<file path="src/rtl/mem_stage.sv">
// Memory-access stage of the RV32I pipeline: data-memory req/ack access, load alignment,
// store lane steering, MEM/WB register and branch/jump redirect. Optional: MEM_MISALIGN_TRAP_EN.
module mem_stage #(
    parameter int ADDR_W = 32
) (
    input  logic              clk,
    input  logic              reset,
    input  logic              in_valid,
    input  logic [31:0]       alu_result,
    input  logic [31:0]       rs2_val,
    input  logic [31:0]       ia_add4,
    input  logic [31:0]       comp_result,
    input  logic [2:0]        mem_op,
    input  logic              mem_read,
    input  logic              mem_write,
    input  logic              branch,
    input  logic              jmp,
    input  logic [4:0]        rd,
    input  logic              wb_enable,
    output logic              stall,
    output logic              dmem_req,
    output logic              dmem_we,
    output logic [ADDR_W-1:0] dmem_addr,
    output logic [31:0]       dmem_wdata,
    output logic [3:0]        dmem_be,
    input  logic [31:0]       dmem_rdata,
    input  logic              dmem_ack,
    output logic              wb_valid,
    output logic [4:0]        wb_rd,
    output logic              wb_we,
    output logic [31:0]       wb_data,
    output logic              redirect,
    output logic [31:0]       redirect_target
`ifdef MEM_MISALIGN_TRAP_EN
    ,
    output logic              misalign
`endif
);

    typedef enum logic {S_IDLE, S_REQ} state_t;

    state_t            r_state;
    logic              r_dmem_req;
    logic              r_dmem_we;
    logic [ADDR_W-1:0] r_dmem_addr;
    logic [31:0]       r_dmem_wdata;
    logic [3:0]        r_dmem_be;
    logic              r_wb_valid;
    logic [4:0]        r_wb_rd;
    logic              r_wb_we;
    logic [31:0]       r_wb_data;
    logic              r_redirect;
    logic [31:0]       r_redirect_target;

    logic [1:0]  w_a;
    logic        w_is_mem;
    logic        w_trap;
    logic        w_start;
    logic [3:0]  w_store_be;
    logic [31:0] w_store_wdata;
    logic [31:0] w_shifted;
    logic [31:0] w_load_data;
    logic [31:0] w_wb_data;
    logic        w_wb_we;
    logic        w_redirect;
    logic [31:0] w_target;

    assign w_a      = alu_result[1:0];
    assign w_is_mem = mem_read | mem_write;

`ifdef MEM_MISALIGN_TRAP_EN
    logic w_misaligned;
    logic r_misalign;

    // H/HU straddling a word, or W not on a word boundary.
    assign w_misaligned = ((mem_op[1:0] == 2'b01) && (w_a == 2'd3)) ||
                          ((mem_op == 3'b010) && (w_a != 2'd0));
    assign w_trap       = in_valid & w_is_mem & w_misaligned;
    assign misalign     = r_misalign;
`else
    assign w_trap = 1'b0;
`endif

    assign w_start = in_valid & w_is_mem & ~w_trap;

    // Store lane steering; codes other than B/H fall back to a full word.
    // NOTE: every always_comb output gets a default first so no latch is inferred.
    always_comb begin
        w_store_be    = 4'b1111;
        w_store_wdata = rs2_val;
        case (mem_op)
            3'b000: begin
                w_store_be    = 4'b0001 << w_a;
                w_store_wdata = {4{rs2_val[7:0]}};
            end
            3'b001: begin
                w_store_be    = 4'b0011 << w_a;
                w_store_wdata = {2{rs2_val[15:0]}};
            end
            default: ;
        endcase
    end

    assign w_shifted = dmem_rdata >> {w_a, 3'b000};

    always_comb begin
        w_load_data = w_shifted;
        case (mem_op)
            3'b000:  w_load_data = {{24{w_shifted[7]}}, w_shifted[7:0]};
            3'b001:  w_load_data = {{16{w_shifted[15]}}, w_shifted[15:0]};
            3'b100:  w_load_data = {24'd0, w_shifted[7:0]};
            3'b101:  w_load_data = {16'd0, w_shifted[15:0]};
            default: ;
        endcase
    end

    assign w_wb_data  = mem_read ? w_load_data : (jmp ? ia_add4 : alu_result);
    assign w_wb_we    = wb_enable & (rd != 5'd0) & ~mem_write;
    assign w_redirect = jmp | (branch & comp_result[0]);
    assign w_target   = {alu_result[31:1], 1'b0};

    // Execute holds its inputs while stalled, so the ack cycle still sees the original op.
    assign stall = (r_state == S_IDLE) ? w_start : ~dmem_ack;

    // NOTE: sequential state uses non-blocking assignments only.
    always_ff @(posedge clk or negedge reset) begin
        if (!reset) begin
            r_state           <= S_IDLE;
            r_dmem_req        <= 1'b0;
            r_dmem_we         <= 1'b0;
            r_dmem_addr       <= '0;
            r_dmem_wdata      <= '0;
            r_dmem_be         <= '0;
            r_wb_valid        <= 1'b0;
            r_wb_rd           <= '0;
            r_wb_we           <= 1'b0;
            r_wb_data         <= '0;
            r_redirect        <= 1'b0;
            r_redirect_target <= '0;
`ifdef MEM_MISALIGN_TRAP_EN
            r_misalign        <= 1'b0;
`endif
        end else begin
            case (r_state)
                S_IDLE: begin
                    if (w_start) begin
                        r_state      <= S_REQ;
                        r_dmem_req   <= 1'b1;
                        r_dmem_we    <= mem_write;
                        r_dmem_addr  <= {alu_result[ADDR_W-1:2], 2'b00};
                        r_dmem_wdata <= w_store_wdata;
                        r_dmem_be    <= w_store_be;
                        r_wb_valid   <= 1'b0;
                        r_wb_we      <= 1'b0;
                        r_redirect   <= 1'b0;
`ifdef MEM_MISALIGN_TRAP_EN
                        r_misalign   <= 1'b0;
`endif
                    end else begin
                        r_wb_valid        <= in_valid;
                        r_wb_rd           <= rd;
                        r_wb_we           <= in_valid & w_wb_we & ~w_trap;
                        r_wb_data         <= w_wb_data;
                        r_redirect        <= in_valid & w_redirect;
                        r_redirect_target <= w_target;
`ifdef MEM_MISALIGN_TRAP_EN
                        r_misalign        <= w_trap;
`endif
                    end
                end
                S_REQ: begin
                    if (dmem_ack) begin
                        r_state           <= S_IDLE;
                        r_dmem_req        <= 1'b0;
                        r_dmem_we         <= 1'b0;
                        r_wb_valid        <= 1'b1;
                        r_wb_rd           <= rd;
                        r_wb_we           <= w_wb_we;
                        r_wb_data         <= w_wb_data;
                        r_redirect        <= w_redirect;
                        r_redirect_target <= w_target;
                    end
                end
                default: r_state <= S_IDLE;
            endcase
        end
    end

    assign dmem_req        = r_dmem_req;
    assign dmem_we         = r_dmem_we;
    assign dmem_addr       = r_dmem_addr;
    assign dmem_wdata      = r_dmem_wdata;
    assign dmem_be         = r_dmem_be;
    assign wb_valid        = r_wb_valid;
    assign wb_rd           = r_wb_rd;
    assign wb_we           = r_wb_we;
    assign wb_data         = r_wb_data;
    assign redirect        = r_redirect;
    assign redirect_target = r_redirect_target;

endmodule
</file>
<file path="config.mk">
export PLATFORM = sky130hd
export DESIGN_NAME = mem_stage
export DESIGN_NICKNAME = d
export VERILOG_FILES = /design/src/rtl/mem_stage.sv
export SDC_FILE = /design/constraint.sdc
export NUM_CORES = 1
export LEC_CHECK = 0
export CORE_ASPECT_RATIO = 1.1
export CORE_MARGIN = 2
export CORE_UTILIZATION = 35
export DETAILED_ROUTE_END_ITERATION = 10
export PLACE_DENSITY = 0.68
export REMOVE_ABC_BUFFERS = 1
export SYNTH_ARGS = -nofsm -noshare
export SYNTH_HDL_FRONTEND = slang
export SYNTH_SLANG_ARGS = --single-unit
</file>
<file path="constraint.sdc">
create_clock -name clk -period 2.9 [get_ports clk]
set_input_delay 0.435 -clock clk [delete_from_list [all_inputs] [get_ports clk]]
set_output_delay 0.435 -clock clk [all_outputs]
set_load 0.01 [all_outputs]
</file>
==> run summary, run 1 <==
The source of the worst register-to-register timing path is r_state. In the routed design, unresolved DRC markers number 0. The post-detailed-placement half-perimeter wirelength came out at 16,900 µm. The number of synthesis warnings is 0. Along the worst path, the maximum fanout reaches 4. The post-CTS resize count is 0. The final instance area came out at 10,700 µm². The clock sink total is 140.

The kind of start point of the critical path is an input pin. The leakage power total came out at 4.91 nW. The via count of the first global-routing pass was 6,329. After detailed routing, the average wire length per cell comes to 18.0 µm. After synthesis, the share of cell area in mux cells is 14.0%. The final-report max-slew violation count came out at 0. On the final layout, the worst clock skew is 0.00783 ns. The first-pass GRT wire length came out at 36,400 µm. The compound-gate portion of the synthesized area came out at 11.0%. The area of the mapped netlist is 6930 µm².

The total number of placement rows came out at 54. The maximum achievable frequency came out at 393 MHz. The maximum VDD drop is 387 µV. The final layout contains routed wiring with a total length of 23,500 µm. The worst slew margin relative to its limit is 47.4%. The adder and majority gate portion of the synthesized area came out at 0%. After global routing, the most crowded layer is met2. The number of distinct library cells after synthesis is 41.

After synthesis, flip-flops and latches occupy 50.5% of the total area. The filler-free cell count of the finished design is 1,303. The met2 capacity usage during global routing came out at 36.8%. The simple logic cell fraction of the synthesized area came out at 20.2%. The worst setup path is captured at a primary output. The global-route usage over all layers is 22.4%. The initial antenna violation count is 1. The placed instance area came out at 10,100 µm².

In this run, post-CTS hold repair placed 0 buffers. The xor-xnor portion of the synthesized cell area came out at 0%. In the post-synthesis netlist, the biggest area contributors are dfrtp_1, nand2_1, mux2i_1.

The flow ran to the end, and the final reports show no timing, DRC or antenna violations. The fraction of final layout cells with drive strength greater than 1 is 7.71%. At the pin with the least slew margin, the transition time is 0.788 ns. The number of nets in the finished design came out at 1,216. The critical path in this run is classified as input pin to primary output. The vertical die dimension is 152 µm. The global-route track usage on met1 came out at 28.2%. The maximum number of pins on one net before global-route repair came out at 141. The count of final setup violators came out at 0. By area, the combinational part of the netlist is dominated by simple AND/OR/NAND/NOR gates. The number of routed nets with antenna violations came out at 0.

The total area inside the core boundary comes to 19,700 µm². The met3 capacity usage during global routing came out at 7.45%. The width of the die came out at 138 µm.

The last weighted congestion value of the routability-driven placer came out at 0.786. The cell type contributing the most total cell area after synthesis is dfrtp_1. After clock tree synthesis, the clock-pin slew on the worst setup and hold paths is 0.06 ns.

The clock period minus worst slack is 2.55 ns. The total count of hold-check failures in the final report is 0. The tree is rooted in a clkbuf_16.

For this block, the initial DRC count from the detailed router was 375. The total power consumption of the routed design came out at 0.00713 W. The reg-to-reg setup timing slack came out at 1.06 ns. The number of placed instances with taps included is 1,272. The filler cell count in the final layout is 1,782. Dividing the detail-routed via count by the number of cells gives 4.93. The area enclosed by the die boundary came out at 21,000 µm². In this run the critical register-to-register path is captured at wb_data[10]. Compared with the post-synthesis result, the final layout area differs by 54.3%.

The area of all sequential standard cells is 3500 µm². In the finished design, the share of the clock period the worst path needs comes to 87.8%. The overall overflow remaining after global route is 0. The number of vias after detailed routing is 6,423. The per-instance average area after synthesis came out at 9.05 µm². The utilization of the core after routing came out at 54.4%.

The total negative slack for setup checks is 0 ns. Counting every instance in the synthesized netlist gives 766. The multi-input combinational cell area came out at 3170 µm². The critical path required time is 2.47 ns. The effective utilization at floorplan came out at 35.3%. The worst-case reg-to-reg path depth is 7. The maximum buffer depth of the clock tree came out at 2. The worst hold path belongs to the class input pin to asynchronous set/reset pin.

The areal power density over the cells is 667 nW/µm². The total CTS buffers is 17. The H-tree generated during clock tree synthesis spans 4 levels.

The number of buffers inserted to repair setup after CTS came out at 0. The clock tree from TritonCTS is done. The max capacitance violation total is 0. The arrival time of data at the critical path endpoint is 2.11 ns. The number of top-level pins is 320. Setup repair after global routing left no endpoint under its margin. The number of diodes came out at 0. Clock latency on the worst-skew pair, taken at its later pin, is 0.42 ns. The fraction of post-synthesis cell area in the top cell type by area came out at 50.5%. The number of buffer cells added on primary ports is 285.

The register bit count reported by yosys came out at 140. The iteration count of the initial detailed-routing pass came out at 4.
layout make-up:
class / count / share of cell area (%)
tap: 252 / 2.95
sequential: 140 / 32.8
inverter: 3 / 0.105
clock buffer: 21 / 4.30
multi-input combinational: 568 / 29.7
clock inverter: 10 / 1.54
timing repair buffer: 309 / 28.7
synthesized netlist by cell type (all sizes together):
| master | instances |
|---|---|
| a211oi | 9 |
| buf | 36 |
| nand3b | 1 |
| mux2i | 87 |
| o21ai | 36 |
| conb | 1 |
| mux2 | 8 |
| a32o | 1 |
| a2111oi | 7 |
| and2 | 2 |
| a21oi | 36 |
| nor3b | 1 |
| nor2b | 14 |
| or2 | 2 |
| inv | 3 |
| a31o | 1 |
| a31oi | 11 |
| o41ai | 1 |
| nand2b | 2 |
| clkbuf | 21 |
| o2bb2ai | 7 |
| o2111ai | 1 |
| nor2 | 35 |
| a22oi | 1 |
| nor3 | 2 |
| dfrtp | 140 |
| nand2 | 296 |
| o21a | 1 |
| o21bai | 1 |
| a21o | 1 |
| o311ai | 1 |
critical path: stages:
cell and delay, ns:
clkdlybuf4s50_1 0.58, nor2_1 0.14, o21a_4 0.25, inv_2 0.09
clkdlybuf4s50_1 0.62
power by group:
part           switching [W]  internal (W)
clock network       0.000858       0.00148
logic                0.00104       0.00118
registers           0.000215       0.00236
registers in the layout, indices dropped and copies added, names as in the netlist:
| name | count |
|---|---|
| dmem_we | 1 |
| redirect | 1 |
| redirect_target | 31 |
| dmem_addr | 30 |
| wb_we | 1 |
| dmem_be | 4 |
| dmem_wdata | 32 |
| dmem_req | 1 |
| wb_data | 32 |
| wb_rd | 5 |
| r_state | 1 |
| wb_valid | 1 |
per-layer routing:
layer  vias up  wire [µm]  part of all wire [%]
li1       3092          -                     -
met1      3045       9970                    42
met2       263      11200                    48
met3        23       1880                   8.0
met4         0        422                   1.8
met5         -          0                     0
worst max path at each step:
stage	start	endpoint	slack (ns)	depth (start not counted)
final	mem_write	stall	0.35	5
after global routing	mem_write	stall	0.33	5
after CTS	mem_write	stall	0.34	5
after detailed placement	mem_write	stall	0.35	5
after global placement	mem_write	stall	0.36	5
after floorplan	mem_read	wb_data[10]	-0.86	5
logic make-up (layout without fill, tap and decap cells):
| group | after synthesis | after routing |
|---|---|---|
| muxes | 95 | 95 |
| DFF | 140 | 140 |
| AOI/OAI and AO/OA | 115 | 115 |
| other | 1 | 3 |
| buffers and inverters | 60 | 343 |
| and+or+nand+nor | 355 | 355 |
per-stage QoR:
stage / hold slack, ns / setup WS (ns)
finish: 0.132 / 0.354
global route: 0.202 / 0.327
CTS: 0.184 / 0.344
detailed placement: 0.461 / 0.354
global placement: 0.457 / 0.356
floorplan: 0.139 / -0.857
layout by cell type (no fill, tap or decap), types with 2 or more instances in the layout:
cell               n
nand2_1          296
clkdlybuf4s50_1  281
dfrtp_1          140
mux2i_1           86
a21oi_1           36
nor2_1            33
o21ai_0           29
buf_4             20
clkbuf_16         17
nor2b_1           14
a31oi_1           11
mux2_2             8
a211oi_1           8
o2bb2ai_1          7
o21ai_1            6
a2111oi_2          4
bufinv_16          4
buf_12             4
a2111oi_0          3
conb_1             3
clkinvlp_4         3
buf_2              3
nand2b_1           2
inv_1              2
and2_1             2
nor2_4             2
nor3_1             2
clkbuf_1           2
clkinv_4           2
clkbuf_8           2
Power figures use the tool's default switching activity.
==> inputs of run 2 (changes only) <==
--- a/config.mk
+++ b/config.mk
@@ -8,6 +8,7 @@
 export CORE_ASPECT_RATIO = 1.1
 export CORE_MARGIN = 2
 export CORE_UTILIZATION = 35
+export CTS_BUF_LIST = sky130_fd_sc_hd__clkbuf_4
 export DETAILED_ROUTE_END_ITERATION = 10
 export PLACE_DENSITY = 0.68
 export REMOVE_ABC_BUFFERS = 1
==> run summary, run 2 (synthesized netlist as in run 1, its figures left out) <==
The placed instance area came out at 10,100 µm² (unchanged). The post-detailed-route DRC marker count came out at 0 (unchanged). The sort of element at the end of the critical path is a primary output (unchanged). The later-pin clock latency in the skew report came out at 0.53 ns (was 0.42 ns). The violation count after the first detailed-route iteration is 389 (was 375). The number of placed instances with taps included came out at 1,272 (unchanged).

The max capacitance violation total came out at 0 (unchanged). The actual slew at the worst max-slew pin came to 0.799 ns (was 0.788 ns). The most common cell after layout, fill and taps aside is nand2_1 (unchanged). The number of routed nets with antenna violations came out at 0 (unchanged). Result of the run: complete, but fails checks (was finished clean). The overall overflow remaining after global route came out at 0 (unchanged). The post-detailed-placement half-perimeter wirelength is 16,900 µm (unchanged). The clock root buffer is clkbuf_4 (was clkbuf_16). The number of vias after detailed routing came out at 6,401 (was 6,423). The global-route usage over all layers is 22.3% (was 22.4%).

The effective utilization at floorplan came to 35.3% (unchanged). The last weighted congestion value of the routability-driven placer came out at 0.786 (unchanged). The first-pass GRT wire length is 36,200 µm (was 36,400 µm). The maximum VDD drop is 300 µV (was 387 µV). The vertical die dimension is 152 µm (unchanged). The average wire per standard cell is 18.0 µm (about the same). The total CTS buffers was 17 (unchanged). The width of the die is 138 µm (unchanged). The fraction of final layout cells with drive strength greater than 1 was 7.71% (unchanged). The final-report max-slew violation count is 0 (unchanged). The areal power density over the cells came out at 598 nW/µm² (was 667 nW/µm²). The clock sink total is 140 (unchanged).

The number of buffers inserted to repair setup after CTS is 0 (unchanged). The kind of start point of the critical path is a register (was input pin). The arrival time of data at the critical path endpoint is 2.16 ns (was 2.11 ns). The maximum buffer depth of the clock tree is 2 (unchanged).

The largest fanout on the critical path came to 7 (was 4). The worst slack on hold paths is -0.0116 ns (was 0.132 ns). The leakage power total is 4.77 nW (was 4.91 nW).

The count of final setup violators came to 0 (unchanged). Setup repair after global routing missed its margin: false (unchanged). The checks that failed: hold timing. The multi-input combinational cell area came to 3170 µm² (unchanged). The post-cts hold buffer count was 0 (unchanged). The final period utilization came out at 89.4% (was 87.8%). The iteration count of the initial detailed-routing pass came out at 4 (unchanged). The via count of the first global-routing pass came out at 6,272 (was 6,329). The area of all sequential standard cells came to 3500 µm² (unchanged). The maximum achievable frequency is 386 MHz (was 393 MHz). The number of nets in the finished design is 1,216 (unchanged).

The total number of placement rows came out at 54 (unchanged). The utilization of the core after routing came to 52.8% (was 54.4%). The area growth from synthesis to layout is 49.8% (was 54.3%). The type of the worst setup path is register to primary output (was input pin to primary output). The number of top-level pins is 320 (unchanged).

The number of buffer cells added on primary ports was 285 (unchanged). The initial antenna violation count is 1 (unchanged). The final instance area came out at 10,400 µm² (was 10,700 µm²).

The clock tree from TritonCTS is done (unchanged). The worst-case clock skew came to 0.0140 ns (was 0.00783 ns). The area enclosed by the die boundary is 21,000 µm² (unchanged). The post-CTS resize count came out at 0 (unchanged).

The filler cell count in the final layout came out at 1,828 (was 1,782). The total count of hold-check failures in the final report was 3 (was 0). The critical path required time is 2.47 ns (about the same). The filler-free cell count of the finished design came out at 1,303 (unchanged).

The worst slew margin relative to its limit is 46.7% (was 47.4%). The clock period minus worst slack is 2.59 ns (was 2.55 ns). The core box area was 19,700 µm² (unchanged).

The via count normalized by instance count came out at 4.91 (was 4.93). The maximum number of pins on one net before global-route repair was 141 (unchanged). The type of the most critical hold path is input pin to asynchronous set/reset pin (unchanged).

The total length of routed wires came to 23,500 µm (about the same). The H-tree depth is 4 (unchanged). The number of diodes is 0 (unchanged). Leading cell types in the layout, fill and taps excluded: nand2_1, clkdlybuf4s50_1, dfrtp_1 (unchanged). The clock-pin transition on the worst setup and hold timing paths is 0.12 ns (was 0.06 ns).
## run 2: through the flow
step | setup TNS [ns] | power (W) | worst slack (ns)
floorplan | -69.91 | 0.00341 | -0.857
global placement | 0 | 0.00481 | 0.356
detailed placement | 0 | 0.00484 | 0.354
CTS | 0 | 0.00631 | 0.206
global route | 0 | 0.00658 | 0.176
finish | 0 | 0.00622 | 0.306
## run 2: final timing paths
check / from / endpoint / slack, ns / depth (start not counted)
hold / removal: reset / dmem_wdata[14] / -0.01 / 2
max in group asynchronous: reset / wb_rd[2] / 2.32 / 2
setup / recovery: r_state / stall / 0.31 / 4
min in group clk: rd[2] / wb_rd[2] / 0.46 / 3
hold reg to reg: redirect_target[18] / redirect_target[18] / 0.48 / 2
setup reg to reg: r_state / wb_data[10] / 1.05 / 7
## run 2: worst max-delay path, cell delays in order (launching register included)
cell	delay (ns)
dfrtp_1	0.46
nand2b_1	0.22
o21a_4	0.23
inv_2	0.09
clkdlybuf4s50_1	0.62
## run 2: metal layers
layer	GRT usage, %	vias up	part of all wire, %
li1	-	3097	-
met2	36.4	246	47
met3	7.73	26	7.8
met1	28.4	3032	43
met4	5.92	0	1.8
met5	0	-	0
## run 2: final cells by class
type	instances	share of cell area (%)
inverters	3	0.108
clock buffers	19	1.37
flip-flops and latches	140	33.7
repair buffers	309	29.6
well taps	252	3.04
clock inverters	12	1.66
multi-input cells	568	30.5
## run 2: power breakdown
group / total [W] / internal, W / switching [W]
Combinational: 0.00222 / 0.00118 / 0.00104
Clock: 0.00143 / 0.000694 / 0.000739
Sequential: 0.00256 / 0.00235 / 0.000215
Total: 0.00622 / 0.00422 / 0.00199
==> inputs of run 3 (changes only) <==
--- a/config.mk
+++ b/config.mk
@@ -10,6 +10,7 @@
 export CORE_UTILIZATION = 35
 export CTS_BUF_LIST = sky130_fd_sc_hd__clkbuf_4
 export DETAILED_ROUTE_END_ITERATION = 10
+export HOLD_SLACK_MARGIN = 0.05
 export PLACE_DENSITY = 0.68
 export REMOVE_ABC_BUFFERS = 1
 export SYNTH_ARGS = -nofsm -noshare
==> run summary, run 3 (synthesized netlist as in run 1, its figures left out) <==
Result of the run: finished clean (was complete, but fails checks). The number of diodes was 0 (unchanged). The sort of element at the end of the critical path is a primary output (unchanged). The initial antenna violation count came out at 1 (unchanged). The maximum achievable frequency is 386 MHz (about the same).

The count of final setup violators is 0 (unchanged). The fraction of final layout cells with drive strength greater than 1 came out at 7.70% (was 7.71%). The total length of routed wires is 23,400 µm (was 23,500 µm). The total number of placement rows is 54 (unchanged).

The number of routed nets with antenna violations came out at 0 (unchanged). The maximum number of pins on one net before global-route repair was 141 (unchanged). The clock period minus worst slack is 2.59 ns (about the same). The H-tree depth is 4 (unchanged).

The total CTS buffers is 17 (unchanged). The proportion of power drawn by combinational gates is 35.7% (about the same). The number of top-level pins is 320 (unchanged). The total negative slack for setup checks came to 0 ns (unchanged). The global-route track usage on met1 is 28.4% (unchanged). The global-route usage over all layers is 22.3% (unchanged). The post-detailed-route DRC marker count came out at 0 (unchanged). The clock root buffer was clkbuf_4 (unchanged). The via count of the first global-routing pass is 6,272 (unchanged).

The number of nets in the finished design came out at 1,217 (was 1,216). The final-report max-slew violation count came out at 0 (unchanged). The met2 capacity usage during global routing is 36.4% (unchanged). The clock-pin transition on the worst setup and hold timing paths came out at 0.13 ns (was 0.12 ns). The clock tree from TritonCTS is done (unchanged). The number of buffer cells added on primary ports came out at 285 (unchanged). The effective utilization at floorplan is 35.3% (unchanged). The last weighted congestion value of the routability-driven placer came out at 0.786 (unchanged).

The switching share of power came out at 32.0% (about the same). The filler-free cell count of the finished design came out at 1,304 (was 1,303). The type of the worst setup path is register to primary output (unchanged). The arrival time of data at the critical path endpoint is 2.16 ns (about the same). The number of placed instances with taps included came to 1,272 (unchanged). The later-pin clock latency in the skew report is 0.53 ns (about the same).

Cell breakdown of the critical path: nand2b_1 > o21a_4 > inv_2 > clkdlybuf4s50_1 (unchanged). The most common cell after layout, fill and taps aside is nand2_1 (unchanged). The iteration count of the initial detailed-routing pass was 6 (was 4). The most used routing layer in global routing is met2 (unchanged). The leakage power total came out at 4.78 nW (was 4.77 nW). The kind of start point of the critical path is a register (unchanged). Leading cell types in the layout, fill and taps excluded: nand2_1, clkdlybuf4s50_1, dfrtp_1 (unchanged). The total net switching power came out at 0.00199 W (about the same).

The maximum buffer depth of the clock tree is 2 (unchanged). The overall overflow remaining after global route is 0 (unchanged). The area growth from synthesis to layout came out at 50.0% (was 49.8%). The number of vias after detailed routing came to 6,409 (was 6,401). The total count of hold-check failures in the final report came out at 0 (was 3). The filler cell count in the final layout is 1,827 (was 1,828). The final period utilization came to 89.4% (about the same). The met3 capacity usage during global routing is 7.73% (unchanged). The largest fanout on the critical path is 7 (unchanged).

The critical path required time is 2.47 ns (about the same). The buffers plus inverters on the worst setup path is 2 (unchanged). The cell-internal power is 0.00423 W (was 0.00422 W). The actual slew at the worst max-slew pin is 0.796 ns (was 0.799 ns).

The type of the most critical hold path was input pin to register (was input pin to asynchronous set/reset pin). The area enclosed by the die boundary came to 21,000 µm² (unchanged). The areal power density over the cells is 598 nW/µm² (about the same). The violation count after the first detailed-route iteration is 346 (was 389). The post-detailed-placement half-perimeter wirelength is 16,900 µm (unchanged).

The max capacitance violation total came out at 0 (unchanged). The maximum VDD drop is 300 µV (about the same). Setup repair after global routing missed its margin: false (unchanged).

The average wire per standard cell is 17.9 µm (was 18.0 µm). The first-pass GRT wire length came out at 36,200 µm (unchanged). The core box area came out at 19,700 µm² (unchanged). The kind of cell adding the most delay to the critical path was buffers and inverters (unchanged). The biggest cell delay along the critical path is 0.62 ns (about the same). The via count normalized by instance count is 4.91 (about the same). The worst slew margin relative to its limit is 46.9% (was 46.7%).

The sequential group share of total power is 41.3% (about the same). The cell type of the slowest stage on the worst timing path was clkdlybuf4s50_1 (unchanged). The vertical die dimension is 152 µm (unchanged).

The clock sink total is 140 (unchanged). The worst-case clock skew came out at 0.0172 ns (was 0.0140 ns). The width of the die is 138 µm (unchanged).

The power share of the clock group was 23.0% (was 23.1%). The number of buffers inserted to repair setup after CTS came out at 0 (unchanged).
## run 3: tightest hold or removal path: stages
cell,delay [ns]
buf_2,0.24
o21bai_1,0.20
a31oi_1,0.08
## run 3: final cells by class
class / instances / area [µm²] / area share [%]
Clock buffer: 19 / 143 / 1.37
Timing Repair Buffer: 310 / 3080 / 29.6
Clock inverter: 12 / 173 / 1.66
Tap cell: 252 / 315 / 3.03
Inverter: 3 / 11.3 / 0.108
Multi-Input combinational cell: 568 / 3170 / 30.5
Sequential cell: 140 / 3500 / 33.7
## run 3: path summary, 6_finish.rpt
kind / start / to / depth (start not counted) / slack (ns)
worst min register to register: redirect_target[18] / redirect_target[18] / 2 / 0.49
min in group asynchronous: reset / dmem_wdata[14] / 3 / 0.57
max in group asynchronous: reset / wb_rd[2] / 3 / 1.75
worst max register to register: r_state / wb_data[10] / 7 / 1.04
worst max-delay path: r_state / stall / 4 / 0.31
worst min-delay path: alu_result[0] / dmem_be[1] / 3 / 0.46
## run 3: what timing repair did
item	4_1_cts	5_1_grt
hold buffers	1	0
endpoints found under the hold margin	140	0
gates resized for setup	0	0
## run 3: metal layers
layer  routed length (µm)  vias up
li1                     -     3099
met1                 9990     3029
met2                11100      254
met3                 1890       27
met4                  416        0
met5                    0        -
## run 3: per-stage QoR
| step | total power, W | setup slack, ns | cell area [µm²] | util (%) | hold WS (ns) |
|---|---|---|---|---|---|
| 6_report | 0.00621 | 0.307 | 10400 | 52.9 | 0.462 |
| 5_1_grt | 0.00658 | 0.176 | 10400 | 52.9 | 0.415 |
| 4_1_cts | 0.00631 | 0.206 | 10400 | 52.9 | 0.383 |
| 3_5_place_dp | 0.00484 | 0.354 | 10100 | 51.2 | 0.461 |
| 3_3_place_gp | 0.00481 | 0.356 | 10100 | 51.2 | 0.457 |
| 2_1_floorplan | 0.00341 | -0.857 | 6660 | - | 0.139 |
## run 3: power groups by stage
stage               Clock [W]  Combinational (W)  Sequential (W)
floorplan                   0           0.000625         0.00279
global placement            0            0.00222         0.00259
detailed placement          0            0.00224         0.00260
CTS                   0.00149            0.00225         0.00257
global route          0.00156            0.00240         0.00262
finish                0.00143            0.00222         0.00256
